===== config.mk =====
export PLATFORM = sky130hd
export DESIGN_NAME = cordic_iter_ctrl
export DESIGN_NICKNAME = d
export VERILOG_FILES = /design/src/rtl/cordic_iter_ctrl.sv
export SDC_FILE = /design/constraint.sdc
export NUM_CORES = 1
export LEC_CHECK = 0
export BUFFER_PORTS_ARGS = -buffer_cell sky130_fd_sc_hd__buf_2
export CAP_MARGIN = 20
export CORE_MARGIN = 4
export CORE_UTILIZATION = 25
export CTS_CLUSTER_SIZE = 24
export DETAILED_ROUTE_END_ITERATION = 6
export PLACE_DENSITY = 0.46
export SKIP_CTS_REPAIR_TIMING = 1
export SLEW_MARGIN = 20
export SYNTH_ARGS = -nofsm -noshare
export SYNTH_HDL_FRONTEND = slang
export SYNTH_SLANG_ARGS = --single-unit

===== constraint.sdc =====
create_clock -name Clk -period 4.8 [get_ports Clk]
set_input_delay 1.44 -clock Clk [delete_from_list [all_inputs] [get_ports Clk]]
set_output_delay 1.44 -clock Clk [all_outputs]
set_load 0.02 [all_outputs]

===== src/rtl/cordic_iter_ctrl.sv =====
// Iterative rotation-mode CORDIC sequencer. Holds the X/Y/Z working registers,
// feeds one micro-rotation per ISSUE/WAIT pair to external registered adders.
module cordic_iter_ctrl #(
    parameter int WIDTH      = 16,
    parameter int ITERATIONS = 16
) (
    input  logic             Clk,
    input  logic             Reset,
    input  logic             Start,
    input  logic [WIDTH-1:0] X_in,
    input  logic [WIDTH-1:0] Y_in,
    input  logic [WIDTH-1:0] Z_in,
    input  logic [WIDTH-1:0] Cordic_x,
    input  logic [WIDTH-1:0] Cordic_y,
    output logic [WIDTH-1:0] X_i,
    output logic [WIDTH-1:0] Y_i,
    output logic [WIDTH-1:0] Shifted_y,
    output logic [WIDTH-1:0] Shifted_x,
    output logic             Enable,
    output logic             Busy,
    output logic             Done,
    output logic [WIDTH-1:0] X_out,
    output logic [WIDTH-1:0] Y_out,
    output logic [WIDTH-1:0] Z_out,
    output logic [1:0]       dbg_state
);

    // Handshake: Start is taken only in IDLE (never queued); Busy covers the
    // ISSUE/WAIT cycles; Done is a one-cycle pulse with X_out/Y_out/Z_out valid
    // and held until the next Done. Enable is a one-cycle strobe to the adders,
    // whose registered results on Cordic_x/Cordic_y are captured the next cycle.

    localparam int               IW        = $clog2(WIDTH + 1);
    localparam logic [IW-1:0]    LAST_ITER = IW'(ITERATIONS - 1);
    localparam logic [WIDTH-1:0] MOST_NEG  = {1'b1, {(WIDTH-1){1'b0}}};
    localparam logic [WIDTH-1:0] MOST_POS  = {1'b0, {(WIDTH-1){1'b1}}};

    typedef enum logic [1:0] {
        S_IDLE  = 2'd0,
        S_ISSUE = 2'd1,
        S_WAIT  = 2'd2,
        S_DONE  = 2'd3
    } state_e;

    state_e           state_q, state_d;
    logic [WIDTH-1:0] x_q, x_d;
    logic [WIDTH-1:0] y_q, y_d;
    logic [WIDTH-1:0] z_q, z_d;
    logic [IW-1:0]    i_q, i_d;
    logic [WIDTH-1:0] x_out_q, x_out_d;
    logic [WIDTH-1:0] y_out_q, y_out_d;
    logic [WIDTH-1:0] z_out_q, z_out_d;

    logic             dir_neg;
    logic [WIDTH-1:0] x_shr;
    logic [WIDTH-1:0] y_shr;
    logic [WIDTH-1:0] atan_val;
    logic [WIDTH-1:0] z_step;

    // arctan(2^-i) in Q3.13; terms beyond i=15 round to zero.
    function automatic logic [WIDTH-1:0] atan_lut(input logic [IW-1:0] idx);
        logic [WIDTH-1:0] v;
        case (idx)
            IW'(0):  v = WIDTH'(6434);
            IW'(1):  v = WIDTH'(3798);
            IW'(2):  v = WIDTH'(2007);
            IW'(3):  v = WIDTH'(1019);
            IW'(4):  v = WIDTH'(511);
            IW'(5):  v = WIDTH'(256);
            IW'(6):  v = WIDTH'(128);
            IW'(7):  v = WIDTH'(64);
            IW'(8):  v = WIDTH'(32);
            IW'(9):  v = WIDTH'(16);
            IW'(10): v = WIDTH'(8);
            IW'(11): v = WIDTH'(4);
            IW'(12): v = WIDTH'(2);
            IW'(13): v = WIDTH'(1);
            IW'(14): v = WIDTH'(1);
            default: v = '0;
        endcase
        return v;
    endfunction

    // Two's-complement negate that clamps the most negative value.
    function automatic logic [WIDTH-1:0] sat_neg(input logic [WIDTH-1:0] v);
        logic [WIDTH-1:0] r;
        if (v == MOST_NEG) begin
            r = MOST_POS;
        end else begin
            r = -v;
        end
        return r;
    endfunction

    // State register
    always_ff @(posedge Clk) begin
        if (Reset) begin
            state_q <= S_IDLE;
        end else begin
            state_q <= state_d;
        end
    end

    // Next-state logic
    always_comb begin
        state_d = state_q;
        case (state_q)
            S_IDLE:  if (Start) state_d = S_ISSUE;
            S_ISSUE: state_d = S_WAIT;
            S_WAIT:  state_d = (i_q == LAST_ITER) ? S_DONE : S_ISSUE;
            S_DONE:  state_d = S_IDLE;
            default: state_d = S_IDLE;
        endcase
    end

    // Output logic
    always_comb begin
        Enable    = (state_q == S_ISSUE);
        Busy      = (state_q == S_ISSUE) || (state_q == S_WAIT);
        Done      = (state_q == S_DONE);
        dbg_state = state_q;
    end

    // Direction comes from the Z register, which only changes at the end of
    // WAIT, so it is stable across the whole ISSUE/WAIT pair.
    always_comb begin
        dir_neg   = z_q[WIDTH-1];
        x_shr     = $signed(x_q) >>> i_q;
        y_shr     = $signed(y_q) >>> i_q;
        atan_val  = atan_lut(i_q);
        z_step    = dir_neg ? (z_q + atan_val) : (z_q - atan_val);
        X_i       = x_q;
        Y_i       = y_q;
        Shifted_x = dir_neg ? sat_neg(x_shr) : x_shr;
        Shifted_y = dir_neg ? y_shr : sat_neg(y_shr);
    end

    // Working-register and result next values
    always_comb begin
        x_d     = x_q;
        y_d     = y_q;
        z_d     = z_q;
        i_d     = i_q;
        x_out_d = x_out_q;
        y_out_d = y_out_q;
        z_out_d = z_out_q;
        case (state_q)
            S_IDLE: begin
                if (Start) begin
                    x_d = X_in;
                    y_d = Y_in;
                    z_d = Z_in;
                    i_d = '0;
                end
            end
            S_WAIT: begin
                x_d = Cordic_x;
                y_d = Cordic_y;
                z_d = z_step;
                i_d = i_q + IW'(1);
                if (i_q == LAST_ITER) begin
                    x_out_d = Cordic_x;
                    y_out_d = Cordic_y;
                    z_out_d = z_step;
                end
            end
            default: begin
            end
        endcase
    end

    always_ff @(posedge Clk) begin
        if (Reset) begin
            x_q     <= '0;
            y_q     <= '0;
            z_q     <= '0;
            i_q     <= '0;
            x_out_q <= '0;
            y_out_q <= '0;
            z_out_q <= '0;
        end else begin
            x_q     <= x_d;
            y_q     <= y_d;
            z_q     <= z_d;
            i_q     <= i_d;
            x_out_q <= x_out_d;
            y_out_q <= y_out_d;
            z_out_q <= z_out_d;
        end
    end

    assign X_out = x_out_q;
    assign Y_out = y_out_q;
    assign Z_out = z_out_q;

endmodule

==> qor_table.md, run 1 <==
| Step | Item | Value |
|:---|:---|:---|
| final layout | Most common cell after layout, fill and taps aside | sky130_fd_sc_hd__buf_2 |
| floorplan | Horizontal extent of the die | 192.9 um |
| min path | Hold crit path type | flip-flop to flip-flop |
| worst setup path | Cells along the critical path | mux4_2, inv_2, o22ai_4, nor2_2, a311oi_2, nor2_2, ha_4, inv_4, o22ai_4, nor3b_4, and4b_2, buf_6, o211ai_1, o21ai_1, buf_4 |
| worst setup path | Worst-case reg-to-reg path depth | 13 |
| routing | Number of remaining DRC errors | 0 |
| pwr | Share of power burned in registers | 20.5% |
| worst setup path | Crit path arrival time | 3430 ps |
| logic synthesis | Share of flip-flops with an asynchronous set or reset | 0% |
| global routing | Congestion Overflow GR | 0 |
| worst setup path | CP max stage delay | 540 ps |
| routing | Number of iterations in the first detailed-routing pass | 7 |
| outcome | Result of the run | complete, but fails checks |
| floorplan | Die Span Y | 192.9 um |
| final layout | Total area of sequential cells | 2332 sq um |
| timing | Maximum clock frequency | 205.1 MHz |
| timing | Worst hold margin | 452.4 ps |
| logic synthesis | Synthesized flop and latch total | 116 |
| logic synthesis | Cell count after synthesis | 1,106 |
| timing | Number of failing hold endpoints at the final stage | 0 |
| floorplan | Starting density of the core | 25.42% |
| worst setup path | Req. time, crit path | 3360 ps |
| clock network | Clock insertion delay at the later pin of the skew report | 420 ps |
| routing | Routed vias | 9,245 |
| logic synthesis | Number of enable flip-flop cells after synthesis | 0 |
| clock network | Clock Tree Buf Depth | 2 |
| min path | Worst Hold Path Cells | 2 |
| timing | Final worst-path cycle share | 101.6% |
| logic synthesis | Number of warnings reported in the yosys synthesis log | 0 |
| global routing | Maximum number of pins on one net before global-route repair | 76 |
| clock network | Cts bufs inserted | 17 |
| final layout | Total area of multi-input combinational cells | 6000 sq um |
| timing | Sum of negative setup slack | -485.8 ps |
| worst setup path | Worst setup path category | flip-flop to primary output |
| routing | Violation count after the first detailed-route iteration | 576 |
| pwr | Static leakage | 4.854 nW |
| global routing | Global routing met1 resource utilization | 25.81% |
| final layout | Proportion of layout cells with a drive suffix above 1 | 32.64% |
| floorplan | Num rows | 67 |
| routing | Detail Route Antenna Nets | 0 |
| pwr | Relative contribution of the clock network to total power | 22.7% |
| logic synthesis | Number of distinct standard cells referenced by the synthesized netlist | 86 |
| final layout | Fill count | 3,553 |
| timing | Unrepaired setup endpoints after global routing | true |
| final layout | Number of cells in the finished layout apart from fillers | 1,791 |
| timing | Final Slew Violations | 0 |
| global routing | Met2 track demand over resource | 25.76% |
| place | Routability congestion estimate from global placement | 0.8654 |
| clock network | Worst-path clk slew | 50 ps |
| worst setup path | Slowest CP cell | sky130_fd_sc_hd__mux4_2 |
| worst setup path | Kind of end point of the critical path | primary output |
| global routing | Peak-usage layer in the global routing report | met1 |
| timing | Minimum clock period after layout | 4875 ps |
| logic synthesis | Net Count, Synth | 1,221 |
| timing | Final worst slack | -74.94 ps |
| final layout | Area added between synthesis and finish | 35.48% |
| floorplan | I/O pin count | 200 |
| floorplan | Die footprint | 37,200 sq um |
| worst setup path | Maximum fanout along the worst path | 6 |
| clock network | Clk root buf | sky130_fd_sc_hd__clkbuf_16 |
| routing | Final wirelength | 34.05 mm |
| worst setup path | Critical path launch point type | flip-flop |
| logic synthesis | Post-synth design cell area | 8544 sq um |
| clock network | Sinks on Clock Net | 116 |
| pwr | Power per standard cell area | 535.9 nW/um^2 |
| final layout | Commonest cells after routing, fill and taps aside | 169 x sky130_fd_sc_hd__buf_2, 157 x sky130_fd_sc_hd__nor2_1, 142 x sky130_fd_sc_hd__nand2_1 |
| global routing | Number of global-route vias before repair | 8,707 |
| place | Standard cell area after detailed placement | 10,240 sq um |
| pwr | Net Switching | 2.672 mW |
| timing | Slew at the pin closest to its max-slew limit | 1075 ps |
| place | Setup slack at placement | -85.12 ps |
| timing | Setup-violating endpoint count in the final report | 9 |
| place | Cell count after placement | 1,727 |
| final layout | Final Net Count | 1,445 |
| timing | Clk_skew | 6.556 ps |
| floorplan | Standard cell core area | 33,620 sq um |
| clock network | H-tree Lvls | 4 |
| routing | Wire length per cell after detailed routing | 19.01 um |
| global routing | Number of antenna violations at the first check in global routing | 1 |
| routing | Post-DR vias/cell | 5.162 |
| outcome | Violated checks | negative setup slack |
| timing | Max transition margin | 28.30% |
| pwr | Maximum ir drop on the vdd rail | 0.2338 mV |
| place | DP HPWL | 25.08 mm |
| pwr | Part of the total power dissipated in combinational logic | 56.8% |
| pwr | Pint | 3.532 mW |
| global routing | Global routing usage on met3 | 4.305% |
| global routing | Global Route Usage Sum | 17.56% |
| pwr | Total power | 6.204 mW |
| global routing | First-pass GRT wire length | 51.25 mm |
| place | Number of port buffers | 199 |
| run | # Max-Cap Violations | 0 |
| final layout | Summed area of non-filler cells in the final layout | 11,580 sq um |
| logic synthesis | Top flip-flop cell by instance count after synthesis | sky130_fd_sc_hd__dfxtp_1 |
| logic synthesis | Average footprint of a synthesized cell | 7.726 sq um |
| clock network | CTS tree | done |
| pwr | Sw Share | 43.07% |
| logic synthesis | Sequential share of the synthesized area | 27.18% |
| final layout | Utilization after layout | 34.44% |
[path summary, 6_finish.rpt]
| kind | start | to | slack [ps] |
|---|---|---|---|
| setup / recovery | i_q[0] | Shifted_x[3] | -70 |
| hold / removal | Z_out[7] | Z_out[7] | 450 |
| setup reg to reg | flip-flop | Z_out[15] | 720 |
| hold reg to reg | Z_out[7] | Z_out[7] | 450 |
[metal layers]
layer	share of wire [%]	wire length [um]
met1	49	16660
met2	43	14770
met3	6.0	2058
met4	1.6	561
met5	0.021	7
[critical path, delay by kind of cell (launching register included)]
family / cells / cell delay, ps
muxes: 1 / 540
adders and majority gates: 1 / 190
and+or+nand+nor: 4 / 950
buffers and inverters: 4 / 440
AOI/OAI and AO/OA: 5 / 510
DFF: 1 / 400
[final cells by class]
class / instances / area share [%]
multi-input cells: 878 / 51.83
flip-flops and latches: 116 / 20.15
repair buffers: 295 / 16.86
well taps: 448 / 4.842
clock buffers: 23 / 4.302
clock inverters: 8 / 1.265
inverters: 22 / 0.7350
diodes: 1 / 0.02162
[cells in the mapped netlist (4+ instances only)]
cell type / count / area share, %
sky130_fd_sc_hd__nor2_1: 161 / 7.1
sky130_fd_sc_hd__nand2_1: 147 / 6.5
sky130_fd_sc_hd__dfxtp_1: 116 / 27
sky130_fd_sc_hd__a21oi_1: 82 / 4.8
sky130_fd_sc_hd__clkbuf_1: 64 / 2.8
sky130_fd_sc_hd__nor3_1: 61 / 3.6
sky130_fd_sc_hd__nor4_1: 34 / 2.5
sky130_fd_sc_hd__o21ai_0: 34 / 2.0
sky130_fd_sc_hd__ha_1: 31 / 4.5
sky130_fd_sc_hd__mux4_2: 26 / 6.9
sky130_fd_sc_hd__xnor2_1: 23 / 2.4
sky130_fd_sc_hd__nand3_1: 20 / 1.2
sky130_fd_sc_hd__inv_1: 19 / 0.83
sky130_fd_sc_hd__mux2i_1: 17 / 2.0
sky130_fd_sc_hd__and3_1: 15 / 1.1
sky130_fd_sc_hd__a211oi_1: 14 / 1.2
sky130_fd_sc_hd__a221oi_1: 12 / 1.2
sky130_fd_sc_hd__a31oi_1: 12 / 0.88
sky130_fd_sc_hd__mux2_2: 12 / 1.6
sky130_fd_sc_hd__nand2b_1: 10 / 0.73
sky130_fd_sc_hd__xor2_1: 10 / 1.0
sky130_fd_sc_hd__buf_2: 9 / 0.53
sky130_fd_sc_hd__o22ai_1: 9 / 0.66
sky130_fd_sc_hd__o211ai_1: 8 / 0.70
sky130_fd_sc_hd__a21o_1: 7 / 0.62
sky130_fd_sc_hd__and2_1: 7 / 0.51
sky130_fd_sc_hd__nor2b_1: 7 / 0.51
sky130_fd_sc_hd__nor3b_1: 7 / 0.62
sky130_fd_sc_hd__or3_1: 7 / 0.51
sky130_fd_sc_hd__buf_1: 6 / 0.26
sky130_fd_sc_hd__buf_4: 6 / 0.53
sky130_fd_sc_hd__o31ai_1: 6 / 0.53
sky130_fd_sc_hd__a22oi_1: 5 / 0.44
sky130_fd_sc_hd__a41oi_1: 5 / 0.51
sky130_fd_sc_hd__buf_6: 5 / 0.66
sky130_fd_sc_hd__nand4_1: 5 / 0.37
sky130_fd_sc_hd__or2_2: 5 / 0.37
sky130_fd_sc_hd__mux4_1: 4 / 1.2
sky130_fd_sc_hd__o21ai_1: 4 / 0.23
[cells by family (layout without fill, tap and decap cells)]
kind of cell | Yosys count | count (layout) | synth area share [%]
AO/OA/AOI/OAI | 246 | 246 | 19.11
adder cells (fa/ha/maj) | 32 | 32 | 4.774
other | 0 | 1 | 0
XOR/XNOR | 33 | 33 | 3.383
buffers and inverters | 113 | 348 | 5.930
multiplexers | 61 | 61 | 11.99
flip-flops | 116 | 116 | 27.18
AND/OR/NAND/NOR | 505 | 506 | 27.63
[power by group through the flow]
stage	registers [mW]	clock network [mW]	logic, mW
after floorplan	1.29	0	2.05
after global placement	1.29	0	3.12
after detailed placement	1.29	0	3.11
after CTS	1.27	1.44	3.12
after global routing	1.29	1.48	3.83
final	1.27	1.41	3.53
Power figures use the tool's default switching activity.
==> run 2: changes to the inputs <==
--- a/config.mk
+++ b/config.mk
@@ -11,7 +11,8 @@
 export CORE_UTILIZATION = 25
 export CTS_CLUSTER_SIZE = 24
 export DETAILED_ROUTE_END_ITERATION = 6
-export PLACE_DENSITY = 0.46
+export GPL_TIMING_DRIVEN = 0
+export PLACE_DENSITY = 0.48
 export SKIP_CTS_REPAIR_TIMING = 1
 export SLEW_MARGIN = 20
 export SYNTH_ARGS = -nofsm -noshare
==> run 2 against run 1 <==
Sequential power barely moved; power decreased by 4.0%; the flow still finishes with violations (negative setup slack); sequential cell count stayed put; sequential share of layout area increased by 0.13 points; critical path type unchanged; clock power decreased by 7%; critical path depth increased by 3; critical endpoint is now Shifted_x[7]; final cell count rose by 2.0%; largest cell class unchanged.
==> qor_table.md, run 2 (synthesis gave the netlist of run 1 again) <==
| Step | Item | Value |
|:---|:---|:---|
| worst setup path | CP Buf/Inv Count | 8 |
| min path | Hold wc startpoint | Z_out[5] |
| final layout | Utilization after layout | 34.17% |
| routing | Routed vias | 9,453 |
| floorplan | Horizontal extent of the die | 192.9 um |
| routing | Wire length per cell after detailed routing | 20.00 um |
| worst setup path | Crit path arrival time | 3770 ps |
| routing | Final wirelength | 36.52 mm |
| floorplan | I/O pin count | 200 |
| worst setup path | Critical path launch point type | flip-flop |
| min path | Worst Hold Path Cells | 2 |
| clock network | Clock Tree Buf Depth | 2 |
| worst setup path | Worst reg-to-reg setup slack | 710 ps |
| worst setup path | Cells along the critical path | buf_8, buf_12, buf_12, buf_12, buf_12, mux4_2, nand2_2, nand3_4, a31oi_4, ha_4, inv_4, o22ai_4, nor3b_2, and4b_1, buf_6, o21ai_0, a22oi_1, buf_4 |
| global routing | Global Route Usage Sum | 19.10% |
| place | Routability congestion estimate from global placement | 0.9166 |
| timing | Unrepaired setup endpoints after global routing | true |
| worst setup path | Launch instance of the worst register-to-register path | z_q[15] |
| worst setup path | Slowest CP cell | sky130_fd_sc_hd__dfxtp_4 |
| clock network | H-tree Lvls | 4 |
| timing | Minimum clock period after layout | 5207 ps |
| final layout | Proportion of layout cells with a drive suffix above 1 | 28.71% |
| min path | Hold crit path type | flip-flop to flip-flop |
| final layout | Number of cells in the finished layout apart from fillers | 1,826 |
| min path | WHS Endpoint | Z_out[5] |
| run | # Max-Cap Violations | 0 |
| clock network | Clk root buf | sky130_fd_sc_hd__clkbuf_16 |
| routing | Number of remaining DRC errors | 0 |
| outcome | Result of the run | complete, but fails checks |
| global routing | First-pass GRT wire length | 54.94 mm |
| place | Number of port buffers | 199 |
| timing | Final worst-path cycle share | 108.5% |
| timing | Setup-violating endpoint count in the final report | 31 |
| routing | Post-DR vias/cell | 5.177 |
| worst setup path | CP max stage delay | 340 ps |
| final layout | Most common cell after layout, fill and taps aside | sky130_fd_sc_hd__buf_2 |
| final layout | Commonest cells after routing, fill and taps aside | 178 x sky130_fd_sc_hd__buf_2, 158 x sky130_fd_sc_hd__nor2_1, 140 x sky130_fd_sc_hd__nand2_1 |
| worst setup path | Maximum fanout along the worst path | 10 |
| timing | Maximum clock frequency | 192.1 MHz |
| worst setup path | R2R Path End | Z_out[15] |
| worst setup path | Top delay family on crit path | buffers and inverters |
| routing | Detail Route Antenna Nets | 0 |
| final layout | Area added between synthesis and finish | 34.44% |
| floorplan | Standard cell core area | 33,620 sq um |
| timing | Sum of negative setup slack | -8945 ps |
| pwr | Maximum ir drop on the vdd rail | 0.2362 mV |
| place | DP HPWL | 28.52 mm |
| floorplan | Die footprint | 37,200 sq um |
| global routing | Maximum number of pins on one net before global-route repair | 17 |
| pwr | Static leakage | 4.759 nW |
| floorplan | Starting density of the core | 25.42% |
| global routing | Number of antenna violations at the first check in global routing | 3 |
| worst setup path | Req. time, crit path | 3360 ps |
| timing | Final worst slack | -407.0 ps |
| clock network | Worst-path clk slew | 60 ps |
| pwr | Total power | 5.957 mW |
| floorplan | Num rows | 67 |
| global routing | Number of global-route vias before repair | 9,014 |
| routing | Max Used Layer | met5 |
| clock network | Cts bufs inserted | 17 |
| routing | Number of iterations in the first detailed-routing pass | 6 |
| routing | Routed length on met3 | 2.407 mm |
| routing | Met1 layer wirelength in the final routing | 16.94 mm |
| clock network | Clock insertion delay at the later pin of the skew report | 430 ps |
| floorplan | Die Span Y | 192.9 um |
| place | Cell count after placement | 1,753 |
| worst setup path | Worst setup path category | flip-flop to primary output |
| clock network | CTS tree | done |
| timing | Max transition margin | 42.61% |
| global routing | Congestion Overflow GR | 0 |
| routing | Met2 Routed Length | 16.43 mm |
| timing | Clk_skew | 9.055 ps |
| timing | Worst hold margin | 453.5 ps |
| timing | Slew at the pin closest to its max-slew limit | 851.8 ps |
| timing | Final Slew Violations | 0 |
| clock network | Sinks on Clock Net | 116 |
| timing | Number of failing hold endpoints at the final stage | 0 |
| worst setup path | Most common cell on crit path | sky130_fd_sc_hd__buf_12 |
| pwr | Power per standard cell area | 518.6 nW/um^2 |
| outcome | Violated checks | negative setup slack |
| worst setup path | Worst-case reg-to-reg path depth | 12 |
| worst setup path | Kind of end point of the critical path | primary output |
| routing | Violation count after the first detailed-route iteration | 744 |
| final layout | Final Net Count | 1,478 |
## run 2: changes by cell type in the layout (fill, tap and decap cells not counted), moves of 3 or more
| cell | before | now |
|---|---|---|
| sky130_fd_sc_hd__nor2_2 | 4 | 1 |
| sky130_fd_sc_hd__clkbuf_1 | 1 | 58 |
| sky130_fd_sc_hd__buf_1 | 0 | 5 |
| sky130_fd_sc_hd__buf_2 | 169 | 178 |
| sky130_fd_sc_hd__buf_12 | 2 | 8 |
| sky130_fd_sc_hd__buf_4 | 99 | 58 |
| sky130_fd_sc_hd__clkbuf_2 | 0 | 5 |
| sky130_fd_sc_hd__clkbuf_8 | 5 | 1 |
| sky130_fd_sc_hd__buf_6 | 22 | 14 |
## run 2: worst max path at each step
stage	from	cells past startpoint	slack (ps)	endpoint
floorplan	i_q[1]	17	0.6	Shifted_x[5]
global placement	i_q[1]	19	-750	Shifted_x[4]
detailed placement	i_q[1]	19	-760	Shifted_x[4]
CTS	i_q[1]	19	-1250	Shifted_x[4]
global route	i_q[0]	18	-530	Shifted_x[3]
finish	i_q[1]	18	-410	Shifted_x[7]
## run 2: final cells by class
class / instances / area (sq um)
diodes: 2 / 5.005
plain buffers: 91 / 578.1
clock buffers: 19 / 442.9
clock inverters: 13 / 158.9
fillers: 3660 / 22130
inverters: 22 / 85.08
multi-input cells: 877 / 5941
flip-flops and latches: 116 / 2330
well taps: 448 / 560.5
repair buffers: 238 / 1386
## run 2: worst reg2reg max path, stage by stage (launching register included)
cell and delay, ps:
sky130_fd_sc_hd__dfxtp_1 390, sky130_fd_sc_hd__clkbuf_1 480, sky130_fd_sc_hd__clkbuf_1 600, sky130_fd_sc_hd__o21ai_0 210, sky130_fd_sc_hd__a21oi_1 190, sky130_fd_sc_hd__ha_1 300
sky130_fd_sc_hd__nor3_1 210, sky130_fd_sc_hd__a211oi_1 110, sky130_fd_sc_hd__a211oi_1 500, sky130_fd_sc_hd__a21oi_1 210, sky130_fd_sc_hd__a221oi_1 360, sky130_fd_sc_hd__xnor2_1 170
sky130_fd_sc_hd__a211oi_1 250
## run 2: power by group
part	total, mW	internal (mW)	leakage [nW]	switching (mW)
Combinational	3.37	1.36	3.52	2.01
Clock	1.31	0.827	0.289	0.487
Sequential	1.27	1.09	0.948	0.184
## run 2: through the flow
step / area (sq um) / setup slack, ps
global route: 11480 / -531.6
floorplan: 8584 / 0.5500
CTS: 10750 / -1245
global placement: 10140 / -745.3
finish: 11490 / -407.0
detailed placement: 10150 / -763.0
## run 2: routing by layer
metal | vias up | GRT usage, %
met2 | 334 | 29.89
met1 | 4517 | 26.56
met3 | 46 | 4.233
met4 | 4 | 5.101
li1 | 4552 | -
met5 | - | 0
==> run 3: changes to the inputs <==
--- a/config.mk
+++ b/config.mk
@@ -12,7 +12,7 @@
 export CTS_CLUSTER_SIZE = 24
 export DETAILED_ROUTE_END_ITERATION = 6
 export GPL_TIMING_DRIVEN = 0
-export PLACE_DENSITY = 0.48
+export PLACE_DENSITY = 0.46
 export SKIP_CTS_REPAIR_TIMING = 1
 export SLEW_MARGIN = 20
 export SYNTH_ARGS = -nofsm -noshare
==> run 3 against run 2 <==
The run still ends with negative setup slack left; combinational power increased by 7.7%; register-to-register slack worse by 80 ps; wire length decreased by 0.27%; hold slack worse by 1.3 ps; via count decreased by 0.89%; die area did not move; sequential cell count did not move; largest power group unchanged; highest routed layer unchanged.
==> qor_table.md, run 3 (synthesis gave the netlist of run 1 again) <==
| Step | Item | Value |
|:---|:---|:---|
| global routing | Number of antenna violations at the first check in global routing | 2 |
| clock network | Clk root buf | sky130_fd_sc_hd__clkbuf_16 |
| routing | Violation count after the first detailed-route iteration | 736 |
| floorplan | Die Span Y | 192.9 um |
| pwr | Total power | 6.258 mW |
| outcome | Result of the run | complete, but fails checks |
| global routing | Maximum number of pins on one net before global-route repair | 17 |
| timing | Final worst slack | -393.7 ps |
| outcome | Violated checks | negative setup slack |
| routing | Wire length per cell after detailed routing | 19.87 um |
| final layout | Utilization after layout | 35.27% |
| worst setup path | Cells along the critical path | buf_12, buf_12, buf_12, buf_12, mux4_2, nand2_2, nand3_4, a31oi_4, ha_4, inv_4, o22ai_4, nor3b_2, and4b_1, buf_6, buf_8, o21ai_4, mux2i_2, buf_4 |
| clock network | Worst-path clk slew | 60 ps |
| timing | Max transition margin | 32.78% |
| routing | Post-DR vias/cell | 5.111 |
| floorplan | Starting density of the core | 25.42% |
| min path | Hold crit path type | flip-flop to flip-flop |
| floorplan | Num rows | 67 |
| clock network | CTS tree | done |
| floorplan | I/O pin count | 200 |
| global routing | First-pass GRT wire length | 54.85 mm |
| worst setup path | CP Buf/Inv Count | 8 |
| worst setup path | Crit path arrival time | 3750 ps |
| worst setup path | Worst reg-to-reg setup slack | 630 ps |
| routing | Detail Route Antenna Nets | 0 |
| floorplan | Standard cell core area | 33,620 sq um |
| place | Standard cell area after detailed placement | 10,150 sq um |
| global routing | Number of global-route vias before repair | 8,954 |
| clock network | Clock Tree Buf Depth | 2 |
| run | # Max-Cap Violations | 0 |
| pwr | Pint | 3.500 mW |
| routing | Final wirelength | 36.42 mm |
| final layout | Proportion of layout cells with a drive suffix above 1 | 30.56% |
| timing | Slew at the pin closest to its max-slew limit | 997.8 ps |
| timing | Minimum clock period after layout | 5194 ps |
| clock network | Clock insertion delay at the later pin of the skew report | 430 ps |
| final layout | Summed area of non-filler cells in the final layout | 11,860 sq um |
| timing | Unrepaired setup endpoints after global routing | true |
| worst setup path | Worst setup path category | flip-flop to primary output |
| clock network | Cts bufs inserted | 17 |
| timing | Clk_skew | 8.061 ps |
| pwr | Share of power burned in registers | 20.4% |
| pwr | Maximum ir drop on the vdd rail | 0.2598 mV |
| floorplan | Horizontal extent of the die | 192.9 um |
| worst setup path | Maximum fanout along the worst path | 8 |
| worst setup path | Kind of end point of the critical path | primary output |
| pwr | Sw Share | 44.07% |
| global routing | Global Route Usage Sum | 19.13% |
| min path | Worst Hold Path Cells | 2 |
| global routing | Congestion Overflow GR | 0 |
| worst setup path | CP max stage delay | 520 ps |
| worst setup path | Most common cell on crit path | sky130_fd_sc_hd__buf_12 |
| worst setup path | Critical path launch point type | flip-flop |
| pwr | Net Switching | 2.758 mW |
| final layout | Commonest cells after routing, fill and taps aside | 169 x sky130_fd_sc_hd__buf_2, 158 x sky130_fd_sc_hd__nor2_1, 129 x sky130_fd_sc_hd__nand2_1 |
| routing | Number of remaining DRC errors | 0 |
| final layout | Final Net Count | 1,486 |
| worst setup path | Req. time, crit path | 3360 ps |
| pwr | Static leakage | 4.876 nW |
| worst setup path | Slowest CP cell | sky130_fd_sc_hd__mux4_2 |
| timing | Final worst-path cycle share | 108.2% |
| clock network | Sinks on Clock Net | 116 |
| place | Routability congestion estimate from global placement | 0.8872 |
| routing | Routed vias | 9,369 |
| place | DP HPWL | 28.39 mm |
| final layout | Most common cell after layout, fill and taps aside | sky130_fd_sc_hd__buf_2 |
| pwr | Relative contribution of the clock network to total power | 21.6% |
| min path | WHS Endpoint | X_out[4] |
| floorplan | Die footprint | 37,200 sq um |
| timing | Setup-violating endpoint count in the final report | 30 |
| worst setup path | Launch instance of the worst register-to-register path | z_q[15] |
| min path | Hold wc startpoint | X_out[4] |
| routing | Number of iterations in the first detailed-routing pass | 5 |
| worst setup path | Worst-case reg-to-reg path depth | 12 |
| final layout | Area added between synthesis and finish | 38.76% |
| timing | Number of failing hold endpoints at the final stage | 0 |
| clock network | H-tree Lvls | 4 |
| place | Number of port buffers | 199 |
| pwr | Power per standard cell area | 527.8 nW/um^2 |
| timing | Maximum clock frequency | 192.5 MHz |
| timing | Final Slew Violations | 0 |
| worst setup path | R2R Path End | Z_out[15] |
| pwr | Part of the total power dissipated in combinational logic | 58.0% |
| worst setup path | Top delay family on crit path | buffers and inverters |
[run 3: cell count changes in the layout (fill, tap and decap cells not counted), moves of 4 or more]
cell,before,now
sky130_fd_sc_hd__buf_6,14,26
sky130_fd_sc_hd__nand2_1,140,129
sky130_fd_sc_hd__nand2_2,7,14
sky130_fd_sc_hd__buf_8,2,6
sky130_fd_sc_hd__buf_2,178,169
sky130_fd_sc_hd__nand2_4,0,4
[run 3: worst max path at each step]
| stage | slack (ps) | endpoint | startpoint | cells past startpoint |
|---|---|---|---|---|
| floorplan | 0.6 | Shifted_x[5] | i_q[1] | 17 |
| global placement | -740 | Shifted_x[4] | i_q[1] | 19 |
| detailed placement | -740 | Shifted_x[4] | i_q[1] | 19 |
| CTS | -1210 | Shifted_x[4] | i_q[1] | 19 |
| global route | -500 | Shifted_x[7] | i_q[0] | 17 |
| finish | -390 | Shifted_x[4] | i_q[0] | 18 |
[run 3: metal layers]
metal  part of all wire [%]  GRT usage [%]  vias up  wire [um]
met1                     47          26.74     4435      16990
met5                  0.022              0        -          8
met2                     46          29.58      316      16580
li1                       -              -     4579          -
met3                    6.4          4.993       37       2331
met4                    1.4          4.334        2        506
[run 3: worst register-to-register path, delay by kind of cell, from the launching register on]
family | cells | cell delay (ps)
simple gates | 1 | 180
buf+inv | 2 | 1190
flops | 1 | 390
xor+xnor | 1 | 190
fa+ha+maj | 1 | 310
compound gates | 7 | 1810
[run 3: cell type report]
type,instances,area (sq um)
fill,3554,21760
multi-input combinational,877,6097
sequential,116,2330
timing repair buffer,247,1585
buffer,90,579.3
tap,448,560.5
clock buffer,19,432.9
clock inverter,13,183.9
inverter,22,85.08
antenna,1,2.502
[run 3: power groups by stage]
stage	Clock, mW	Sequential, mW	Combinational, mW
finish	1.35	1.28	3.63
global route	1.42	1.30	3.94
CTS	1.38	1.26	3.07
detailed placement	0	1.28	3.05
global placement	0	1.28	3.06
floorplan	0	1.29	2.05
[run 3: per-stage QoR]
stage | cells | setup WS (ps) | setup TNS [ps] | hold WS [ps]
5_1_grt | 1832 | -502.0 | -11220 | 473.6
3_3_place_gp | 1753 | -735.5 | -10780 | 442.4
6_report | 1833 | -393.7 | -7467 | 452.1
3_5_place_dp | 1753 | -740.1 | -10850 | 446.2
4_1_cts | 1785 | -1213 | -25860 | 453.8
2_1_floorplan | 1106 | 0.5500 | 0 | 477.3
